===== src/rtl/rv32i_alu_arbiter.sv =====
// Two-requester round-robin front end for a single combinational RV32I ALU, with a one-entry response register.
// Optional saturating grant/conflict counters are built when RV32I_ALU_ARB_STATS_EN is defined.

module rv32i_alu (
  input  logic [3:0]  op,
  input  logic [31:0] a,
  input  logic [31:0] b,
  output logic [31:0] result
);

  // RV32I integer ALU; shifts take their amount from b[4:0] only
  always_comb begin
    result = 32'd0;
    case (op)
      4'b0000: result = a + b;
      4'b0001: result = a << b[4:0];
      4'b0010: result = {31'd0, ($signed(a) < $signed(b))};
      4'b0011: result = {31'd0, (a < b)};
      4'b0100: result = a ^ b;
      4'b0101: result = a >> b[4:0];
      4'b0110: result = a | b;
      4'b0111: result = a & b;
      4'b1000: result = a - b;
      4'b1101: result = $unsigned($signed(a) >>> b[4:0]);
      default: result = 32'd0;
    endcase
  end

endmodule

module rv32i_alu_arbiter #(
  parameter int TAG_W  = 4,
  parameter int STAT_W = 16
) (
  input  logic              clk,
  input  logic              rst_n,
  input  logic              req0_valid,
  output logic              req0_ready,
  input  logic [3:0]        req0_op,
  input  logic [31:0]       req0_a,
  input  logic [31:0]       req0_b,
  input  logic [TAG_W-1:0]  req0_tag,
  input  logic              req1_valid,
  output logic              req1_ready,
  input  logic [3:0]        req1_op,
  input  logic [31:0]       req1_a,
  input  logic [31:0]       req1_b,
  input  logic [TAG_W-1:0]  req1_tag,
  output logic              rsp_valid,
  input  logic              rsp_ready,
  output logic [31:0]       rsp_result,
  output logic              rsp_id,
  output logic [TAG_W-1:0]  rsp_tag
`ifdef RV32I_ALU_ARB_STATS_EN
  ,
  output logic [STAT_W-1:0] stat_grant0,
  output logic [STAT_W-1:0] stat_grant1,
  output logic [STAT_W-1:0] stat_conflict
`endif
);

  logic              prio_r;
  logic              rsp_valid_r;
  logic [31:0]       rsp_result_r;
  logic              rsp_id_r;
  logic [TAG_W-1:0]  rsp_tag_r;
  logic              slot_free_s;
  logic              grant0_s;
  logic              grant1_s;
  logic              grant_any_s;
  logic [3:0]        alu_op_s;
  logic [31:0]       alu_a_s;
  logic [31:0]       alu_b_s;
  logic [TAG_W-1:0]  sel_tag_s;
  logic [31:0]       alu_result_s;

  // No grants while reset is asserted, even though the response slot reads empty
  assign slot_free_s = rst_n & (~rsp_valid_r | rsp_ready);

  // Round-robin grant: a lone requester wins, a tie goes to prio_r
  always_comb begin
    grant0_s = 1'b0;
    grant1_s = 1'b0;
    if (slot_free_s) begin
      if (req0_valid && (!req1_valid || !prio_r)) begin
        grant0_s = 1'b1;
      end else if (req1_valid) begin
        grant1_s = 1'b1;
      end else begin
        grant0_s = 1'b0;
      end
    end else begin
      grant1_s = 1'b0;
    end
  end

  assign grant_any_s = grant0_s | grant1_s;
  assign req0_ready  = grant0_s;
  assign req1_ready  = grant1_s;

  assign alu_op_s  = grant1_s ? req1_op  : req0_op;
  assign alu_a_s   = grant1_s ? req1_a   : req0_a;
  assign alu_b_s   = grant1_s ? req1_b   : req0_b;
  assign sel_tag_s = grant1_s ? req1_tag : req0_tag;

  rv32i_alu u_alu (
    .op     (alu_op_s),
    .a      (alu_a_s),
    .b      (alu_b_s),
    .result (alu_result_s)
  );

  // Response register and priority pointer; data holds its last value when not refilled
  always_ff @(posedge clk or negedge rst_n) begin
    if (!rst_n) begin
      prio_r       <= 1'b0;
      rsp_valid_r  <= 1'b0;
      rsp_result_r <= 32'd0;
      rsp_id_r     <= 1'b0;
      rsp_tag_r    <= '0;
    end else if (grant_any_s) begin
      prio_r       <= ~grant1_s;
      rsp_valid_r  <= 1'b1;
      rsp_result_r <= alu_result_s;
      rsp_id_r     <= grant1_s;
      rsp_tag_r    <= sel_tag_s;
    end else if (rsp_ready) begin
      rsp_valid_r  <= 1'b0;
    end
  end

  assign rsp_valid  = rsp_valid_r;
  assign rsp_result = rsp_result_r;
  assign rsp_id     = rsp_id_r;
  assign rsp_tag    = rsp_tag_r;

`ifdef RV32I_ALU_ARB_STATS_EN
  localparam logic [STAT_W-1:0] STAT_MAX = {STAT_W{1'b1}};
  localparam logic [STAT_W-1:0] STAT_ONE = {{(STAT_W-1){1'b0}}, 1'b1};

  logic [STAT_W-1:0] stat_grant0_r;
  logic [STAT_W-1:0] stat_grant1_r;
  logic [STAT_W-1:0] stat_conflict_r;

  // Saturating event counters
  always_ff @(posedge clk or negedge rst_n) begin
    if (!rst_n) begin
      stat_grant0_r   <= '0;
      stat_grant1_r   <= '0;
      stat_conflict_r <= '0;
    end else begin
      if (grant0_s && (stat_grant0_r != STAT_MAX)) begin
        stat_grant0_r <= stat_grant0_r + STAT_ONE;
      end
      if (grant1_s && (stat_grant1_r != STAT_MAX)) begin
        stat_grant1_r <= stat_grant1_r + STAT_ONE;
      end
      if (req0_valid && req1_valid && grant_any_s && (stat_conflict_r != STAT_MAX)) begin
        stat_conflict_r <= stat_conflict_r + STAT_ONE;
      end
    end
  end

  assign stat_grant0   = stat_grant0_r;
  assign stat_grant1   = stat_grant1_r;
  assign stat_conflict = stat_conflict_r;
`endif

endmodule

===== config.mk =====
export PLATFORM = sky130hd
export DESIGN_NAME = rv32i_alu_arbiter
export DESIGN_NICKNAME = d
export VERILOG_FILES = /design/src/rtl/rv32i_alu_arbiter.sv
export SDC_FILE = /design/constraint.sdc
export NUM_CORES = 1
export LEC_CHECK = 0
export BUFFER_PORTS_ARGS = -buffer_cell sky130_fd_sc_hd__buf_2
export CAP_MARGIN = 25
export CORE_MARGIN = 5
export CORE_UTILIZATION = 40
export CTS_BUF_LIST = sky130_fd_sc_hd__clkbuf_16
export DETAILED_ROUTE_END_ITERATION = 8
export GPL_TIMING_DRIVEN = 0
export PLACE_DENSITY_LB_ADDON = 0.1
export SYNTH_ARGS = -nofsm -noshare
export SYNTH_HDL_FRONTEND = slang
export SYNTH_HIERARCHICAL = 1
export SYNTH_SLANG_ARGS = --single-unit

===== constraint.sdc =====
create_clock -name clk -period 15.6 [get_ports clk]
set_input_delay 3.9 -clock clk [delete_from_list [all_inputs] [get_ports clk]]
set_output_delay 3.9 -clock clk [all_outputs]
set_load 0.01 [all_outputs]

# Word level (Yosys, flattened, before mapping)
# Cells that the tools add are included.
# word_totals
ff_bits,39
wordCells,47
# classes
eq_ne,9
add_sub_neg,2
mux,12
bitwise_logic,8
reduce_logical,6
n_lt_le_gt_ge,2
n_shift,3
# ops
op,n
case mux 32 bit (10 select lines),1
less-than comparator 32 bit,2
two-way mux 32 bit,2
adder 32 bit,1
bitwise AND 32 bit,1
OR 32 bit,1
<< shifter 32 x 5 -> 32 bit,1
right shift 32 x 5 -> 32 bit,1
>>> shifter 32 x 5 -> 32 bit,1
subtractor 32 bit,1
XOR 32 bit,1
"== test 4 x 3 -> 1 bit, second input constant",4
"== test 4 x 2 -> 1 bit, second input constant",2
"== test 4 bit, second input constant",2
two-way mux 4 bit,2
two-way mux 1 bit,7
"== test 4 x 1 -> 1 bit, second input constant",1
zero test 4 bit,1
zero test 1 bit,2
NOT 1 bit,2
OR 1 bit,2
nonzero test 2 bit,1
bitwise AND 1 bit,1
logical AND 1 bit,1
logical OR 1 bit,1

# Depth between registers and ports, before layout
# depth
depth_word,8
depth_mapped,21
depth_no_buf,16

# Modules after synthesis
# Netlist, hierarchy kept.
# by_module_without_submodules
mod,seq_area_each_um2,instances,cells_per_inst,area_each_um2
rv32i_alu,0.0,1,1278,8724.6
rv32i_alu_arbiter,975.9,1,179,2383.5

# Worst setup path after synthesis
# No wires, ideal clock.
# synth_path
path_type,input to output
from,in rst_n
to,out req1_ready
path_slack_ns,6.716
t_required_ns,11.700
cell_stages,6
arrival_time_ns,4.984
cell_sequence,inv_1 or4_4 buf_6 buf_6 buf_6 inv_1
# synth_between
elab_chain_len,2
# synth_rtl
element,line_no,source
from (decl),36,"input logic rst_n,"
bitwise AND 1 bit,78,assign slot_free_s = rst_n & (~rsp_valid_r | rsp_ready);
two-way mux 1 bit,84,if (slot_free_s) begin
to (decl),44,"output logic req1_ready,"
# No other way between the ends.

# Worst setup path in the final report
# layout_path
from,in rst_n
to,reg rsp_result_r[20] (netlist: rsp_result[20])
# layout_between
elab_chain_len,5
elab_cells_between_ends,26
cone_classes,add/sub (2); eq/ne (9); shift (3); mux (6); bitwise (5); reduce/logical (1)
# layout_rtl
element,line_no,source
bitwise AND 1 bit (*),78,
two-way mux 1 bit (*),84,
two-way mux 32 bit (*),103,assign alu_b_s = grant1_s ? req1_b : req0_b;
named net alu_b_s[3],73,logic [31:0] alu_b_s;
subtractor 32 bit (tied with other cells),23,4'b1000: result = a - b;
case mux 32 bit (10 select lines) (*),14,case (op)
named net alu_result_s[20],75,logic [31:0] alu_result_s;
to (signal assigned),124,rsp_result_r <= alu_result_s;
to (decl),64,logic [31:0] rsp_result_r;
# The timed path passes the listed nets; every way through them passes the cells marked *.
# A chain may end at the register's enable or synchronous reset.

==> results.sh <==
export IMPL_outcome="finished, final reports clean"
export IMPL_cts_tree="done"
export IMPL_grt_pass1_vias=12561
export IMPL_path_clk_slew_ns=0.06
export IMPL_slowest_delay_ns=0.66
export IMPL_critical_path_arrival_ns=10.92
export IMPL_cp_depth=23
export IMPL_r2r_slack_ns=8.52
export IMPL_layout_setup_ws_ns=4.84
export IMPL_syn_cell_area_mm2=0.0111
export IMPL_portBuffers=188
export IMPL_crit_chain="buf_2 -> buf_12 -> inv_1 -> or4_4 -> buf_6 -> buf_2 -> mux2_2 -> clkbuf_1 -> inv_1 -> clkbuf_1 -> clkbuf_1 -> ha_1 -> buf_6 -> o21ai_0 -> o211ai_1 -> a21oi_1 -> o21ai_0 -> a21oi_1 -> o21a_1 -> a21oi_1 -> xnor2_1 -> o221ai_1 -> mux2_2"
export IMPL_yosys_cell_types_count=81
export IMPL_critPathCaptureType="register"
export IMPL_peakVddDrop_mv=0.0406
export IMPL_syn_inst=1457
export IMPL_holdBufCountCts=0
export IMPL_crit_required_ns=15.76
export IMPL_seq_area_frac_synth_pct=8.79
export IMPL_ys_top_cells_by_count="185 x nor2_1, 138 x a21oi_1, 97 x ha_1, 97 x mux2_2, 95 x inv_1"
export IMPL_grt_max_degree=44
export IMPL_timing_setup_critical_path_class="in -> reg"
export IMPL_wl_per_cell_um=29.6
export IMPL_maxSlewViolCount=0
export IMPL_synth_most_common_cell="nor2_1"
export IMPL_finalSetupTns_ns=0
export IMPL_start_util_pct=40.2
export IMPL_syn_nets=1705
export IMPL_grt_pass1_wl_um=85300
export IMPL_placementRows=61
export IMPL_rsz0062_at_grt="no"
export IMPL_async_flop_share_pct=100
export IMPL_numCtsBuffers=5
export IMPL_synth_seq_cells=39
export IMPL_place_area_mm2=0.0125
export IMPL_endpoint="rsp_result[20]$_DFFE_PN0P_"
export IMPL_root_buffer="clkbuf_16"
export IMPL_dpl_cell_count=2023
export IMPL_max_freq_mhz=93.0
export IMPL_synth_main_ff_cell="dfrtp_1"
export IMPL_leakage_uw=0.00562
export IMPL_regToRegStartpoint="rsp_valid$_DFFE_PN0P_"
export IMPL_grtUsageTotal_pct=36.9
export IMPL_yosys_area_top_type="mux4_2"
export IMPL_synth_edf_count=0
export IMPL_finalHoldViolations=0
export IMPL_worstPathMaxFanout=38
export IMPL_final_cells=2034
export IMPL_coreArea_mm2=0.0276
export IMPL_startpoint="rst_n"
export IMPL_drive_gt1_share_pct=25.3
export IMPL_post_cts_buffers=0
export IMPL_fp_dieH_um=177
export IMPL_firstDrtPassIters=7
export IMPL_worstSetupStartpointType="input pin"
export IMPL_r2r_cells=21
export IMPL_dr_total_vias=13337
export IMPL_post_dp_hpwl_um=48000
export IMPL_grt_overflow=0
export IMPL_yosys_warnings=6
export IMPL_routed_wl_um=60200
export IMPL_setup_viol=0
export IMPL_fin_worst_skew_ns=0.00742
export IMPL_cpLargestDelayFamily="buffers and inverters"
export IMPL_worst_pin_slew_ns=1.04
export IMPL_final_antenna_net_count=0
export IMPL_gp_congestion=1.04
export IMPL_die_w_um=177
export IMPL_ctsResizeCount=0
export IMPL_synth_area_top_cells="mux4_2 11%, ha_1 11%, mux2_2 9.8%"
export IMPL_p_per_area_mw_per_mm2=80.6
export IMPL_clockBufferDepth=2
export IMPL_drv_cap=0
export IMPL_area_growth_pct=14.3
export IMPL_io_pins=189
export IMPL_h_tree_depth=2
export IMPL_nets=1902
export IMPL_hp_class="reg -> reg"
export IMPL_worstSkewPairLatency_ns=0.28
export IMPL_drt_iter0_drc=1806
export IMPL_viasPerCell=6.56
export IMPL_finalCriticalPeriod_ns=10.76
export IMPL_maxSlewHeadroom_pct=30.6
export IMPL_cts_sinks=39
export IMPL_pre_cts_slack_ns=4.29
export IMPL_r2r_end="rsp_result[20]$_DFFE_PN0P_"
export IMPL_critPathSlowestCell="clkbuf_1"
export IMPL_drc=0
export IMPL_final_period_utilization_pct=68.9
export IMPL_stdcell_area_mm2=0.0127
export IMPL_antenna_found_initial=1
export IMPL_synth_top_area_share_pct=10.9
export IMPL_syn_area_per_cell_um2=7.62
export IMPL_fp_dieArea_mm2=0.0312
export IMPL_critPathBufInv=10
logic make-up after synthesis:
kind of cell / share of synthesized area, %
compound gates: 25.9
simple gates: 18.0
buf+inv: 8.25
mux: 26.0
fa+ha+maj: 11.3
flops: 8.79
xor+xnor: 1.81
metal layers:
metal	up-vias	track usage, %	part of all wire [%]
met5	-	0	0.11
met4	2	18.4	6.5
met3	194	10.4	13
met2	995	55.1	42
met1	6344	48.9	39
li1	5802	-	-
per-stage QoR:
stage / hold WS [ns] / power [uW] / utilization (%)
after floorplan: 0.500 / 618 / -
after global placement: 0.454 / 895 / 45.3
after detailed placement: 0.464 / 894 / 45.3
after CTS: 0.478 / 996 / 45.8
after global routing: 0.501 / 1070 / 45.9
final: 0.470 / 1020 / 45.9
sequential cells by signal (all words and copies together) (netlist names):
| register | flops |
|---|---|
| rsp_valid | 1 |
| prio_r | 1 |
| rsp_id | 1 |
| rsp_tag | 4 |
| rsp_result | 32 |
cells in the final DEF (no fill, tap or decap), types with 6 or more instances in the layout:
master	count
o31ai_1	6
dfrtp_1	39
a21oi_1	138
o21ai_1	10
xor2_1	6
mux2_2	97
a211o_1	8
buf_1	17
buf_2	214
mux2_4	9
inv_1	96
nor2b_1	16
o21bai_1	16
a221oi_1	8
xnor2_1	17
and2_1	6
nand4_1	14
a31oi_1	16
nor3_1	31
or3_1	13
mux4_2	54
nand3_1	29
buf_6	10
ha_1	97
a211oi_1	35
nand2b_1	11
nor2_1	185
o21ai_0	85
a21o_1	12
o211ai_1	19
nand2_1	89
mux2i_1	44
o221ai_1	13
o311a_1	6
o22ai_1	22
a221o_1	6
nor4_1	12
clkbuf_1	58
area by class of cell:
type	instances	area, um^2
fillers	2918	14900
multi-input cells	1205	9220
flip-flops and latches	39	976
repair buffers	190	968
plain buffers	114	544
well taps	378	473
inverters	99	372
clock buffers	5	125
clock inverters	3	16.3
diodes	1	2.50
worst register-to-register path, cell delays in order (launching register included):
cell and delay (ns):
dfrtp_1 0.35, nor2b_1 0.36, or4_4 0.21, buf_6 0.17
buf_2 0.32, mux2_2 0.40, clkbuf_1 0.33, inv_1 0.39
clkbuf_1 0.59, clkbuf_1 0.66, ha_1 0.38, buf_6 0.14
o21ai_0 0.25, o211ai_1 0.22, a21oi_1 0.49, o21ai_0 0.23
a21oi_1 0.25, o21a_1 0.14, a21oi_1 0.05, xnor2_1 0.41
o221ai_1 0.30, mux2_2 0.33
worst min path at each step:
| stage | start | to | slack (ns) | depth (start not counted) |
|---|---|---|---|---|
| after detailed placement | rsp_id$_DFFE_PN0P_ | rsp_id$_DFFE_PN0P_ | 0.46 | 1 |
| final | rsp_id$_DFFE_PN0P_ | rsp_id$_DFFE_PN0P_ | 0.47 | 1 |
| after floorplan | prio_r$_DFFE_PN0P_ | prio_r$_DFFE_PN0P_ | 0.50 | 2 |
| after global routing | rsp_id$_DFFE_PN0P_ | rsp_id$_DFFE_PN0P_ | 0.50 | 1 |
| after global placement | rsp_id$_DFFE_PN0P_ | rsp_id$_DFFE_PN0P_ | 0.45 | 1 |
| after CTS | rsp_id$_DFFE_PN0P_ | rsp_id$_DFFE_PN0P_ | 0.48 | 1 |
report_power, final:
group	switching (uW)	internal, uW	total, uW
registers	15.5	130	145
logic	505	277	782
clock network	38.0	58.2	96.3
total	558	465	1020
No activity file was read; power rests on OpenSTA's default activity.
